===== config.mk =====
export PLATFORM = sky130hd
export DESIGN_NAME = mem_arbiter
export DESIGN_NICKNAME = d
export VERILOG_FILES = /design/src/rtl/mem_arbiter.sv
export SDC_FILE = /design/constraint.sdc
export NUM_CORES = 1
export LEC_CHECK = 0
export CORE_MARGIN = 4
export CORE_UTILIZATION = 40
export CTS_CLUSTER_DIAMETER = 150
export DETAILED_ROUTE_END_ITERATION = 8
export GPL_TIMING_DRIVEN = 0
export PLACE_DENSITY = 0.9
export RECOVER_POWER = 25
export SYNTH_ARGS = -nofsm -noshare
export SYNTH_HDL_FRONTEND = slang
export SYNTH_SLANG_ARGS = --single-unit

===== constraint.sdc =====
create_clock -name clk -period 2.2 [get_ports clk]
set_input_delay 0.44 -clock clk [delete_from_list [all_inputs] [get_ports clk]]
set_output_delay 0.44 -clock clk [all_outputs]
set_load 0.02 [all_outputs]

===== src/rtl/mem_arbiter.sv =====
// mem_arbiter: shares one single-ported memory between a CPU fetch port and data port.
// Define ARB_ROUND_ROBIN_EN for round-robin tie-breaking; default build gives the data port fixed priority.
module mem_arbiter #(
    parameter int ADDR_W = 32,
    parameter int DATA_W = 32
) (
    input  logic              clk,
    input  logic              reset,
    input  logic              if_req,
    input  logic [ADDR_W-1:0] if_addr,
    output logic [DATA_W-1:0] if_rdata,
    output logic              if_ack,
    input  logic              d_req,
    input  logic              d_we,
    input  logic [ADDR_W-1:0] d_addr,
    input  logic [DATA_W-1:0] d_wdata,
    output logic [DATA_W-1:0] d_rdata,
    output logic              d_ack,
    output logic              mem_req,
    output logic              mem_we,
    output logic [ADDR_W-1:0] mem_addr,
    output logic [DATA_W-1:0] mem_wdata,
    input  logic [DATA_W-1:0] mem_rdata,
    input  logic              mem_ready,
    output logic              owner,
    output logic              busy
);
    typedef enum logic [1:0] {IDLE, ACCESS, ACK} state_t;

    state_t            r_state, w_next;
    logic              r_owner, r_mem_we;
    logic [ADDR_W-1:0] r_mem_addr;
    logic [DATA_W-1:0] r_mem_wdata, r_if_rdata, r_d_rdata;
    logic              w_any, w_grant_d, w_done;

    assign w_any  = if_req | d_req;
    assign w_done = (r_state == ACCESS) && mem_ready;

`ifdef ARB_ROUND_ROBIN_EN
    logic r_last_owner;
    // On a tie the port that did not own the previous access wins
    assign w_grant_d = d_req & (~if_req | ~r_last_owner);
    always_ff @(posedge clk) begin
        if (reset)
            r_last_owner <= 1'b0;
        else if (w_done)
            r_last_owner <= r_owner;
    end
`else
    assign w_grant_d = d_req;
`endif

    always_ff @(posedge clk) begin
        if (reset)
            r_state <= IDLE;
        else
            r_state <= w_next;
    end

    always_comb begin
        w_next = r_state;
        case (r_state)
            IDLE:    w_next = w_any ? ACCESS : IDLE;
            ACCESS:  w_next = mem_ready ? ACK : ACCESS;
            default: w_next = IDLE;
        endcase
    end

    always_ff @(posedge clk) begin
        if (reset) begin
            r_owner     <= 1'b0;
            r_mem_we    <= 1'b0;
            r_mem_addr  <= '0;
            r_mem_wdata <= '0;
            r_if_rdata  <= '0;
            r_d_rdata   <= '0;
        end else begin
            if (r_state == IDLE && w_any) begin
                r_owner     <= w_grant_d;
                r_mem_we    <= w_grant_d & d_we;
                r_mem_addr  <= w_grant_d ? d_addr : if_addr;
                r_mem_wdata <= w_grant_d ? d_wdata : '0;
            end
            if (w_done && !r_mem_we) begin
                if (r_owner)
                    r_d_rdata <= mem_rdata;
                else
                    r_if_rdata <= mem_rdata;
            end
        end
    end

    assign mem_req   = (r_state == ACCESS);
    assign mem_we    = r_mem_we;
    assign mem_addr  = r_mem_addr;
    assign mem_wdata = r_mem_wdata;
    assign if_ack    = (r_state == ACK) & ~r_owner;
    assign d_ack     = (r_state == ACK) & r_owner;
    assign if_rdata  = r_if_rdata;
    assign d_rdata   = r_d_rdata;
    assign owner     = r_owner;
    assign busy      = (r_state != IDLE);
endmodule


# Word level (Yosys, flattened, before mapping)
# Index checks and enable logic that the tools add are counted.
# word_totals
ff_bits	132
input_bits	134
output_inout_bits	134
# op_classes
eq_ne	2
mux	5
bitwise_logic	5
n_reduce_logical	8
# ops
op	count
$mux 32	2
$pmux 2 s2	1
$reduce_and 2->1	2
$and 1x1->1	3
$logic_and 1x1->1	3
$eq 2x1->1 const B	1
$eq 2x2->1 const B	1
$logic_not 2->1	1
$mux 2	1
$reduce_bool 2->1	1
$logic_not 1->1	1
$mux 1	1
$not 1->1	1
$or 1x1->1	1

# Longest topological paths before layout
# Gate-level depths: netlist of the first run.
# logic_depth
word_depth	4
depth_mapped	6
mapped_depth_nobuf	4

# Least setup slack after synthesis of the first run
# Ideal clock, no wire load.
# synth_path
path_kind	input -> register
startpoint	input port d_req
endpoint	register r_mem_addr[0] (netlist: mem_addr[0])
setup_time_ns	0.134
arrival_time_ns	1.414
t_required_ns	2.066
slack_ns	0.652
cell_stages	6
n_path_buf	3
path_cell_list	buf_2 > or2_2 > clkbuf_1 > clkbuf_1 > a21oi_1 > a211oi_1
# synth_between
elab_chain_cells	2
elab_cells_between_ends	3
# synth_lines
element	line_no	source
from (decl)	13	input logic d_req,
$or 1x1->1	36	assign w_any = if_req | d_req;
$logic_and 1x1->1	78	if (r_state == IDLE && w_any) begin
to (signal assigned)	81	r_mem_addr <= w_grant_d ? d_addr : if_addr;
to (decl)	32	logic [ADDR_W-1:0] r_mem_addr;
# Parallel ways exist; a longest one is shown, timed or not.
# A chain may end at the register's enable or synchronous reset.

# Final worst setup path of the first run
# layout_path
startpoint	register r_state[0]
endpoint	output port busy
# layout_between
elab_chain_cells	1
# layout_lines
element	line_no	source
from (decl)	30	state_t r_state, w_next;
from (signal assigned)	57	r_state <= w_next;
$reduce_bool 2->1	102	assign busy = (r_state != IDLE);
to (decl)	26	output logic busy
# No other way between the ends.

==> results of run 1 <==
==> cells by family (layout without fill, tap and decap cells) <==
group | count (synthesis) | count (layout) | share of synthesized area
simple gates | 143 | 143 | 0.151
mux | 96 | 96 | 0.178
flops | 132 | 132 | 0.490
buf+inv | 51 | 345 | 0.0420
compound gates | 133 | 133 | 0.139
==> critical path, delay by kind of cell (launching register included) <==
kind,cells,cell delay (ps)
buffers and inverters,2,590
and+or+nand+nor,1,110
DFF,1,460
==> flip-flops by register name, indices dropped and copies added, names as in the netlist <==
register	flops
mem_we	1
mem_wdata	32
r_state	2
owner	1
if_rdata	32
mem_addr	32
d_rdata	32
==> cells in the final DEF (no fill, tap or decap), types with 2 or more instances in the layout <==
cell type and instances:
clkbuf_2 3, a21oi_1 66, bufinv_16 2, a211oi_1 32, clkbuf_16 17, o21ai_0 34, inv_1 2, nor2_1 4
nand2_1 34, clkbuf_1 36, buf_2 9, nand2b_1 96, clkdlybuf4s50_1 260, mux2i_1 96, clkinv_2 4, clkbuf_8 2
dfxtp_1 132, dlygate4sd2_1 3
==> cell type report <==
type | instances | area, um2
well taps | 176 | 220
repair buffers | 265 | 2650
fillers | 1047 | 4430
inverters | 3 | 11.3
clock inverters | 9 | 105
plain buffers | 47 | 191
flip-flops and latches | 132 | 2640
clock buffers | 21 | 460
multi-input cells | 372 | 2530
==> power by group <==
part	switching [W]	total [W]	internal (W)
clock network	0.00102	0.00273	0.00171
registers	0.0000820	0.00262	0.00254
logic	0.000610	0.00125	0.000636
==> metrics by stage <==
stage	util	setup WS, ps	power [W]	hold slack (ps)	instances
final	0.666	186	0.00660	472	1025
after global routing	0.666	70.5	0.00685	482	1025
after CTS	0.667	25.2	0.00664	474	1025
after global placement	0.624	-108	0.00390	456	996
after floorplan	-	652	0.00325	546	555
after detailed placement	0.624	-93.7	0.00392	463	996
==> layer usage <==
metal | part of all wire | wire, um | global-route usage
met4 | 0.018 | 321 | 0.0808
met2 | 0.50 | 8970 | 0.402
met5 | 0 | 0 | 0
met1 | 0.38 | 6670 | 0.248
met3 | 0.10 | 1820 | 0.0836
==> repair_timing <==
action / CTS / global route
gates cloned: 0 / 0
gates resized for setup: 6 / 1
endpoints found under the setup margin: 2 / 1
==> final timing paths <==
kind | from | end | slack (ps)
max | r_state[0] | busy | 190
min | mem_wdata[8] | mem_wdata[8] | 470
max reg2reg | r_state[0] | d_rdata[18] | 330
min reg2reg | mem_wdata[8] | mem_wdata[8] | 470
==> results.json, run 1 <==
{
  "nNetsFinal": 972,
  "crit_path_max_incr_delay_ps": 460,
  "dpl.hpwl_um": 13600,
  "syn2layout_area_growth_pct": 63.4,
  "cp_cell_sequence": "nor2_4 > inv_2 > dlygate4sd2_1",
  "slew_headroom": 0.455,
  "finalCritPeriodShare": 0.916,
  "n_antenna_cell": 0,
  "cp-start-kind": "flip-flop",
  "grt-ovfl-total": 0,
  "rr_worst_depth": 5,
  "ys.flop_type": "dfxtp_1",
  "worstPathRequired_ps": 1760,
  "postSynth.asyncResetShare": 0,
  "power_density_nw_per_um2": 749,
  "first_global_vias": 5184,
  "detailroute.via_count": 5117,
  "p_leak_nw": 3.47,
  "place_area_um2": 8270,
  "antenna_left": 0,
  "avgSynthCellArea_um2": 9.72,
  "cts_tree": "yes",
  "wirelength_um": 17800,
  "clk_pin_slew_ps": 60,
  "synth_top_cell_by_area": "dfxtp_1",
  "crit_path_top_delay_cell": "dfxtp_1",
  "start_util": 0.407,
  "synth_cell_type_count": 23,
  "cts_made_buffers": 17,
  "grt_pass1_wl_um": 26800,
  "worstSetupPathType": "flip-flop to primary output",
  "layout_min_cycle_time_ps": 2010,
  "antenna_found_initial": 0,
  "cts-root-buf": "clkbuf_16",
  "arrival_ps": 1570,
  "worst-slew-pin-transition_ps": 816,
  "io_pins": 268,
  "ys_seq_elements": 132,
  "io_buffers": 265,
  "finalSetupViolations": 0,
  "hp-class": "flip-flop to flip-flop",
  "drt_iter0_markers": 264,
  "synth_edf_count": 0,
  "clock_sinks": 132,
  "yosys_warnings": 0,
  "yosysTopAreaCellShare": 0.490,
  "grt_use_total": 0.227,
  "holdPathStages": 2,
  "cts_hold_buf": 0,
  "syn_area_um2": 5390,
  "dieArea_um2": 15400,
  "ys_seq_area_frac": 0.490,
  "drc": 0,
  "end_kind": "primary output",
  "dr.pass1.iters": 4,
  "design_area_um2": 8810,
  "fmax_mhz": 496,
  "post_cts_buffers": 0,
  "avgViaCountPerCell": 4.99,
  "cts_buffer_depth": 2,
  "max_cap_violations": 0,
  "routedWlPerCell_um": 17.3,
  "htreeDepth": 4,
  "die_w_um": 124,
  "synth_common_cells": "132 x dfxtp_1, 96 x mux2i_1, 96 x nand2b_1",
  "clock_latency_ps": 410,
  "grt_max_degree": 19,
  "vdd_drop_max_uv": 470,
  "crit_fanout": 18,
  "synth_most_common_cell": "dfxtp_1",
  "row_count": 42,
  "fin_tns_setup_ps": 0,
  "hold_viol": 0,
  "clock_skew_ps": 7.74,
  "core_um2": 13200,
  "final-max-slew-violation-count": 0,
  "rsz0062_at_grt": "no",
  "routabilityCongestion": 0.825,
  "die_h_um": 124,
  "drive_gt1_frac": 0.0530,
  "synth_cells": 555,
  "yosys-top-cells-area": "dfxtp_1 49%, mux2i_1 18%, nand2b_1 11%, a21oi_1 6.1%, a211oi_1 4.5%",
  "synth_fp_nets": 689,
  "status": "complete, no violations"
}
Power figures use the tool's default switching activity.
==> inputs of run 2 (changes only) <==
--- a/config.mk
+++ b/config.mk
@@ -5,6 +5,7 @@
 export SDC_FILE = /design/constraint.sdc
 export NUM_CORES = 1
 export LEC_CHECK = 0
+export CAP_MARGIN = 25
 export CORE_MARGIN = 4
 export CORE_UTILIZATION = 40
 export CTS_CLUSTER_DIAMETER = 150
==> results of run 2 <==
Final layout, timing and power as in run 1 (identical DEF).
